### config.mk
export PLATFORM = sky130hd
export DESIGN_NAME = tableau_stream_ctrl
export DESIGN_NICKNAME = d
export VERILOG_FILES = /design/src/rtl/tableau_stream_ctrl.sv
export SDC_FILE = /design/constraint.sdc
export NUM_CORES = 1
export LEC_CHECK = 0
export BUFFER_PORTS_ARGS = -buffer_cell sky130_fd_sc_hd__clkbuf_2
export CELL_PAD_IN_SITES_DETAIL_PLACEMENT = 1
export CELL_PAD_IN_SITES_GLOBAL_PLACEMENT = 2
export CORE_MARGIN = 1
export CORE_UTILIZATION = 48
export DETAILED_ROUTE_END_ITERATION = 8
export PLACE_DENSITY = 0.84
export SYNTH_ARGS = -nofsm -noshare
export SYNTH_HDL_FRONTEND = slang
export SYNTH_SLANG_ARGS = --single-unit
export TNS_END_PERCENT = 100
### constraint.sdc
create_clock -name clk -period 71.9 [get_ports clk]
set_input_delay 14.38 -clock clk [delete_from_list [all_inputs] [get_ports clk]]
set_output_delay 14.38 -clock clk [all_outputs]
set_load 0.005 [all_outputs]
### src/rtl/tableau_stream_ctrl.sv
// Tableau store, gate queue and row streamer feeding the CBA stage.
// One gate at a time: stream every row out, collect every result row,
// write the results back, then take the next gate from the queue.
module tableau_stream_ctrl #(
  parameter int num_qubit       = 4,
  parameter int gate_fifo_depth = 8
) (
  input  logic                   clk,
  input  logic                   rst,
  input  logic                   init_valid,
  input  logic [2*num_qubit-1:0] init_literal,
  input  logic                   init_phase,
  input  logic                   gate_valid,
  output logic                   gate_ready,
  input  logic [2:0]             gate_type_in,
  input  logic [31:0]            qubit_pos_in,
  input  logic [31:0]            qubit_pos2_in,
  output logic                   row_valid_out,
  output logic [2*num_qubit-1:0] literal_out,
  output logic                   phase_out,
  output logic [2:0]             gate_type,
  output logic [31:0]            qubit_pos,
  output logic [31:0]            qubit_pos2,
  input  logic                   row_valid_in,
  input  logic [2*num_qubit-1:0] literal_in,
  input  logic                   phase_in,
  input  logic                   dump_req,
  output logic                   dump_valid,
  output logic                   busy,
  output logic [31:0]            gates_done,
  output logic                   err_illegal,
  output logic                   err_unexpected
);

  localparam int LW = 2 * num_qubit;
  localparam int IW = (num_qubit > 1) ? $clog2(num_qubit) : 1;
  localparam int PW = (gate_fifo_depth > 1) ? $clog2(gate_fifo_depth) : 1;
  localparam logic [IW-1:0] LAST   = IW'(num_qubit - 1);
  localparam logic [PW:0]   FULL_C = (PW+1)'(gate_fifo_depth);

  typedef enum logic [2:0] {S_IDLE, S_READY, S_SEND, S_WAIT, S_DUMP} state_t;

  typedef struct packed {
    logic [2:0]  gtype;
    logic [31:0] pos;
    logic [31:0] pos2;
  } gate_t;

  state_t state, state_d;
  logic [IW-1:0] idx, idx_d, emit_idx;

  logic [num_qubit-1:0][LW-1:0] tab_lit;
  logic [num_qubit-1:0]         tab_ph;

  gate_t         fifo_mem [gate_fifo_depth];
  logic [PW-1:0] wr_ptr, rd_ptr;
  logic [PW:0]   fifo_cnt, cnt_d;
  gate_t         head;
  logic          push, pop, legal;

  logic init_wr, res_wr, issue, emit_row, emit_dump, gate_done;

  assign head = fifo_mem[rd_ptr];
  assign push = gate_valid && gate_ready;

  // Legality of the gate at the queue head, checked as it is popped
  always_comb begin
    legal = 1'b1;
    if (head.gtype > 3'd2) legal = 1'b0;
    if (head.pos >= 32'(num_qubit)) legal = 1'b0;
    if (head.gtype == 3'd2 && (head.pos2 >= 32'(num_qubit) || head.pos == head.pos2))
      legal = 1'b0;
  end

  // Queue occupancy after this cycle's push/pop
  always_comb begin
    cnt_d = fifo_cnt;
    if (push && !pop)      cnt_d = fifo_cnt + (PW+1)'(1);
    else if (!push && pop) cnt_d = fifo_cnt - (PW+1)'(1);
  end

  // Gate queue storage and pointers; gate_ready is the registered not-full flag
  always_ff @(posedge clk or posedge rst) begin
    if (rst) begin
      wr_ptr     <= '0;
      rd_ptr     <= '0;
      fifo_cnt   <= '0;
      gate_ready <= 1'b1;
      for (int i = 0; i < gate_fifo_depth; i++) fifo_mem[i] <= '0;
    end else begin
      if (push) begin
        fifo_mem[wr_ptr] <= {gate_type_in, qubit_pos_in, qubit_pos2_in};
        wr_ptr           <= wr_ptr + PW'(1);
      end
      if (pop) rd_ptr <= rd_ptr + PW'(1);
      fifo_cnt   <= cnt_d;
      gate_ready <= (cnt_d != FULL_C);
    end
  end

  // State and row index registers
  always_ff @(posedge clk or posedge rst) begin
    if (rst) begin
      state <= S_IDLE;
      idx   <= '0;
    end else begin
      state <= state_d;
      idx   <= idx_d;
    end
  end

  // Next state, row index and per-cycle datapath controls
  always_comb begin
    state_d   = state;
    idx_d     = idx;
    emit_idx  = idx;
    init_wr   = 1'b0;
    res_wr    = 1'b0;
    pop       = 1'b0;
    issue     = 1'b0;
    emit_row  = 1'b0;
    emit_dump = 1'b0;
    gate_done = 1'b0;
    case (state)
      S_IDLE: begin
        if (init_valid) begin
          init_wr = 1'b1;
          if (idx == LAST) begin
            state_d = S_READY;
            idx_d   = '0;
          end else begin
            idx_d = idx + IW'(1);
          end
        end
      end
      S_READY: begin
        emit_idx = '0;
        if (dump_req) begin
          // Row 0 goes out on this edge; DUMP covers the remaining rows
          emit_dump = 1'b1;
          state_d   = (num_qubit == 1) ? S_READY : S_DUMP;
          idx_d     = (num_qubit == 1) ? '0 : IW'(1);
        end else if (fifo_cnt != '0) begin
          pop = 1'b1;
          if (legal) begin
            issue    = 1'b1;
            emit_row = 1'b1;
            state_d  = (num_qubit == 1) ? S_WAIT : S_SEND;
            idx_d    = (num_qubit == 1) ? '0 : IW'(1);
          end
        end
      end
      S_SEND: begin
        emit_row = 1'b1;
        if (idx == LAST) begin
          state_d = S_WAIT;
          idx_d   = '0;
        end else begin
          idx_d = idx + IW'(1);
        end
      end
      S_WAIT: begin
        if (row_valid_in) begin
          res_wr = 1'b1;
          if (idx == LAST) begin
            gate_done = 1'b1;
            state_d   = S_READY;
            idx_d     = '0;
          end else begin
            idx_d = idx + IW'(1);
          end
        end
      end
      S_DUMP: begin
        emit_dump = 1'b1;
        if (idx == LAST) begin
          state_d = S_READY;
          idx_d   = '0;
        end else begin
          idx_d = idx + IW'(1);
        end
      end
      default: begin
        state_d = S_IDLE;
        idx_d   = '0;
      end
    endcase
  end

  // Tableau writes: initial load in IDLE, CBA results in WAIT
  always_ff @(posedge clk or posedge rst) begin
    if (rst) begin
      tab_lit <= '0;
      tab_ph  <= '0;
    end else if (init_wr) begin
      tab_lit[idx] <= init_literal;
      tab_ph[idx]  <= init_phase;
    end else if (res_wr) begin
      tab_lit[idx] <= literal_in;
      tab_ph[idx]  <= phase_in;
    end
  end

  // Registered outputs: row stream, current gate, counters and error pulses
  always_ff @(posedge clk or posedge rst) begin
    if (rst) begin
      row_valid_out  <= 1'b0;
      dump_valid     <= 1'b0;
      literal_out    <= '0;
      phase_out      <= 1'b0;
      gate_type      <= '0;
      qubit_pos      <= '0;
      qubit_pos2     <= '0;
      gates_done     <= '0;
      err_illegal    <= 1'b0;
      err_unexpected <= 1'b0;
      busy           <= 1'b0;
    end else begin
      row_valid_out <= emit_row;
      dump_valid    <= emit_dump;
      if (emit_row || emit_dump) begin
        literal_out <= tab_lit[emit_idx];
        phase_out   <= tab_ph[emit_idx];
      end else begin
        literal_out <= '0;
        phase_out   <= 1'b0;
      end
      // Gate fields stay put for the whole SEND/WAIT window
      if (issue) begin
        gate_type  <= head.gtype;
        qubit_pos  <= head.pos;
        qubit_pos2 <= head.pos2;
      end else if (gate_done) begin
        gate_type  <= '0;
        qubit_pos  <= '0;
        qubit_pos2 <= '0;
      end
      if (gate_done) gates_done <= gates_done + 32'd1;
      err_illegal    <= pop && !legal;
      err_unexpected <= row_valid_in && (state != S_WAIT);
      busy           <= (state_d != S_IDLE) && (state_d != S_READY);
    end
  end

endmodule

==> results.md <==
- Sequential fraction of the synthesis area: 0.567
- Net count, final: 2,360
- Max Fclk: 60.7 MHz
- Cell family with most CP delay: buffers and inverters
- Post-synthesis compound-gate area fraction: 0.0161
- Starting DRT DRC Count: 975
- HPWL reported at the end of detailed placement: 48,300 um
- Yosys cell types: 49
- CP peak stage delay: 930 ps
- HP Class: reg2reg
- # DRC: 0
- DRT Pass-1 Iters: 4
- Critical Path Source Type: primary input
- Total Routing Usage GR: 0.250
- Largest net degree at the start of global routing: 195
- Critical path's slowest cell: buf_4
- Hold Slack: 470 ps
- Remaining Overflow, GRT: 0
- Largest family of logic cells by synthesized area: multiplexers
- Die H: 256 um
- DIE WIDTH: 256 um
- Post-Synth Simple-Gate Area: 0.0429
- H-tree levels: 3
- Total die area: 0.0655 mm^2
- Final hold vios: 0
- Filler cell count: 5,964
- Warnings, synthesis: 0
- Status: complete, no violations
- CP cell instances: clkbuf_2, inv_8, buf_4, buf_4
- Initial Util: 0.488
- PwrDens: 48.4 mW/mm^2
- First-pass GRT wire length: 126,000 um
- GPL Wtd Cong: 0.764
- Worst-case clock skew: 20.0 ps
- Latest clock arrival within the worst-skew pair: 620 ps
- Post-Synth XOR/XNOR Area: 0.0201
- Min cycle time layout: 16,470 ps
- Root Buffer: clkbuf_16
- Synthesized area: 0.0309 mm^2
- Worst setup EP type: asynchronous set/reset pin
- Vias in the first global route: 20,600
- Via count: 18,300
- Most frequent CP cell: buf_4
- Post-route setup TNS: 0 ps
- Syn-to-layout area delta: 14.6%
- Post-synthesis mux area share: 0.332
- Num rows: 92
- Worst Tran Pin Value: 1200 ps
- Crit path max fanout: 126
- Post-CTS sizing: 0
- Max-cap viol count: 0
- Avg WL per Cell: 24.8 um
- Num ports: 205
- #FFs+latches synth: 701
- WS Path Type: in2async
- Mean Syn Cell Area: 15.0 um^2
- CTS tree: yes
- Core outline area: 0.0634 mm^2
- Tcrit/Tclk final: 0.229
- # Post-CTS Setup Buffers: 0
- Number of port buffers: 204
- Headroom to the max-slew limit: 0.195
- Clock-pin slew on the worst setup and hold paths: 60 ps
- Routed wire length: 78,700 um
- Post-CTS Hold Fix Bufs: 0
- Mapped Cells: 2,065
- # clock sinks: 701
- Clock buffer depth: 3
- Drt via density: 5.77
- Post-synth EDFFs: 0
- Crit path DAT: 17,040 ps
- Synth Flop Type: dfrtp_1
- Setup violations, final: 0
- VDD IR max: 0.0267 mV
- Pleak: 15.8 nW
- RSZ-0062 raised after global routing: false
- Layout cells sized above 1: 0.454
- Worst endpoint required time: 72,470 ps
- Adder-Cell Fraction of Synth Area: 0.00396
- Max-slew violation count: 0
- DRT antenna net count: 0
- Initial antenna violation count: 6
- Synth Net Count: 2,165
- Buf/Inv on CP: 4
- Async SR Flop Fraction: 1.00
- Total CTS buffers: 77
-- area by class of cell --
| cell class | instances | area [um^2] | share of cell area |
|---|---|---|---|
| clock buffer | 120 | 2350 | 0.0663 |
| clock inverter | 20 | 250 | 0.00705 |
| multi-input combinational | 1230 | 12900 | 0.363 |
| timing repair buffer | 243 | 1330 | 0.0374 |
| inverter | 7 | 33.8 | 0.000952 |
| antenna | 3 | 7.51 | 0.000212 |
| sequential | 701 | 17600 | 0.495 |
| tap | 846 | 1060 | 0.0298 |
-- power breakdown --
| group | internal (W) | total [W] | switching, W | leakage (nW) |
|---|---|---|---|---|
| Clock | 0.000243 | 0.000403 | 0.000160 | 1.28 |
| Combinational | 0.000339 | 0.000644 | 0.000305 | 5.90 |
| Sequential | 0.000566 | 0.000668 | 0.000102 | 8.64 |
-- metal layers --
layer,vias to the layer above,GRT usage,part of all wire
met4,8,0.0797,0.028
met2,347,0.416,0.50
met5,-,0,0.00069
li1,7969,-,-
met3,127,0.0458,0.041
met1,9853,0.334,0.43
-- synth_stat cells, types with 4 or more instances --
cell,number,area [um^2]
nor3_1,11,55.1
nor2_1,38,143
buf_1,16,60.1
o21ai_0,33,165
xor2_1,40,350
buf_2,19,95.1
nor2b_1,4,25.0
and2_1,5,31.3
ha_1,9,113
nand4_1,23,144
mux4_2,134,3020
buf_6,4,45.0
o22ai_1,8,50.1
a21oi_1,33,165
nand2_1,103,387
and3_1,38,238
clkbuf_1,85,319
mux2i_1,121,1210
xnor2_1,31,272
nand2b_1,4,25.0
nand3_1,17,85.1
a31oi_1,5,31.3
nor4_1,8,50.1
dfrtp_1,700,17500
mux2_2,536,6040
inv_1,7,26.3
or4_1,4,30.0
-- cells by family after synthesis --
group | after synthesis
DFF | 701
xor gates and xnor gates | 71
AOI/OAI and AO/OA | 89
adders and majority gates | 10
buffers and inverters | 134
muxes | 791
and+or+nand+nor | 269
-- cells in the final DEF, fill, tap and decap left out, types with 6 or more instances in the layout --
master / instances
o22ai_1: 8
nor4_1: 8
nand4_1: 23
xor2_1: 40
nand2_1: 102
nand3_1: 17
o21ai_0: 33
a21oi_1: 33
ha_1: 9
clkbuf_8: 20
mux4_2: 134
clkbuf_16: 80
buf_4: 38
xnor2_1: 31
clkbuf_2: 204
mux2i_1: 121
nor2_1: 37
nor3_1: 9
inv_1: 6
dfrtp_1: 697
and3_1: 38
mux2_2: 536
clkbuf_1: 20
clkinv_2: 10
-- worst register-to-register path: stages (launching register included) --
cell,delay (ps)
dfrtp_4,680
buf_4,710
buf_4,810
mux4_2,630
mux2i_1,600
xor2_1,140
nor4_1,350
nand4_1,240
o2111a_1,400
o21ai_4,630
buf_4,750
mux2i_1,350
-- registers in the layout, indices dropped and copies added, names as in the netlist, 3 cells and up --
name,cells
tab_lit,32
qubit_pos,32
fifo_mem,536
gate_type,3
rd_ptr,3
wr_ptr,3
state,3
literal_out,8
gates_done,32
fifo_cnt,4
tab_ph,4
qubit_pos2,32
-- metrics by stage --
| step | total power (W) | utilization | worst slack (ps) | cells | instance area (um^2) |
|---|---|---|---|---|---|
| floorplan | 0.00112 | - | 37860 | 2065 | 30900 |
| global placement | 0.00128 | 0.518 | 54790 | 3027 | 32900 |
| detailed placement | 0.00132 | 0.518 | 54670 | 3027 | 32900 |
| CTS | 0.00174 | 0.559 | 55330 | 3167 | 35500 |
| global route | 0.00181 | 0.559 | 54970 | 3169 | 35500 |
| finish | 0.00172 | 0.559 | 55430 | 3170 | 35500 |
-- path summary, 6_finish.rpt --
path | startpoint | endpoint | slack [ps] | depth (start not counted)
worst max-delay path | rst | fifo_mem[153] | 55430 | 4
worst min-delay path | gates_done[31] | gates_done[31] | 470 | 1
worst max register to register | rd_ptr[0] | qubit_pos2[28] | 65530 | 11
worst min register to register | gates_done[31] | gates_done[31] | 470 | 1
max in group clk | gate_valid | fifo_mem[138] | 55460 | 7
min in group asynchronous | rst | gates_done[29] | 13940 | 2
(Power assumes the default switching activity.)
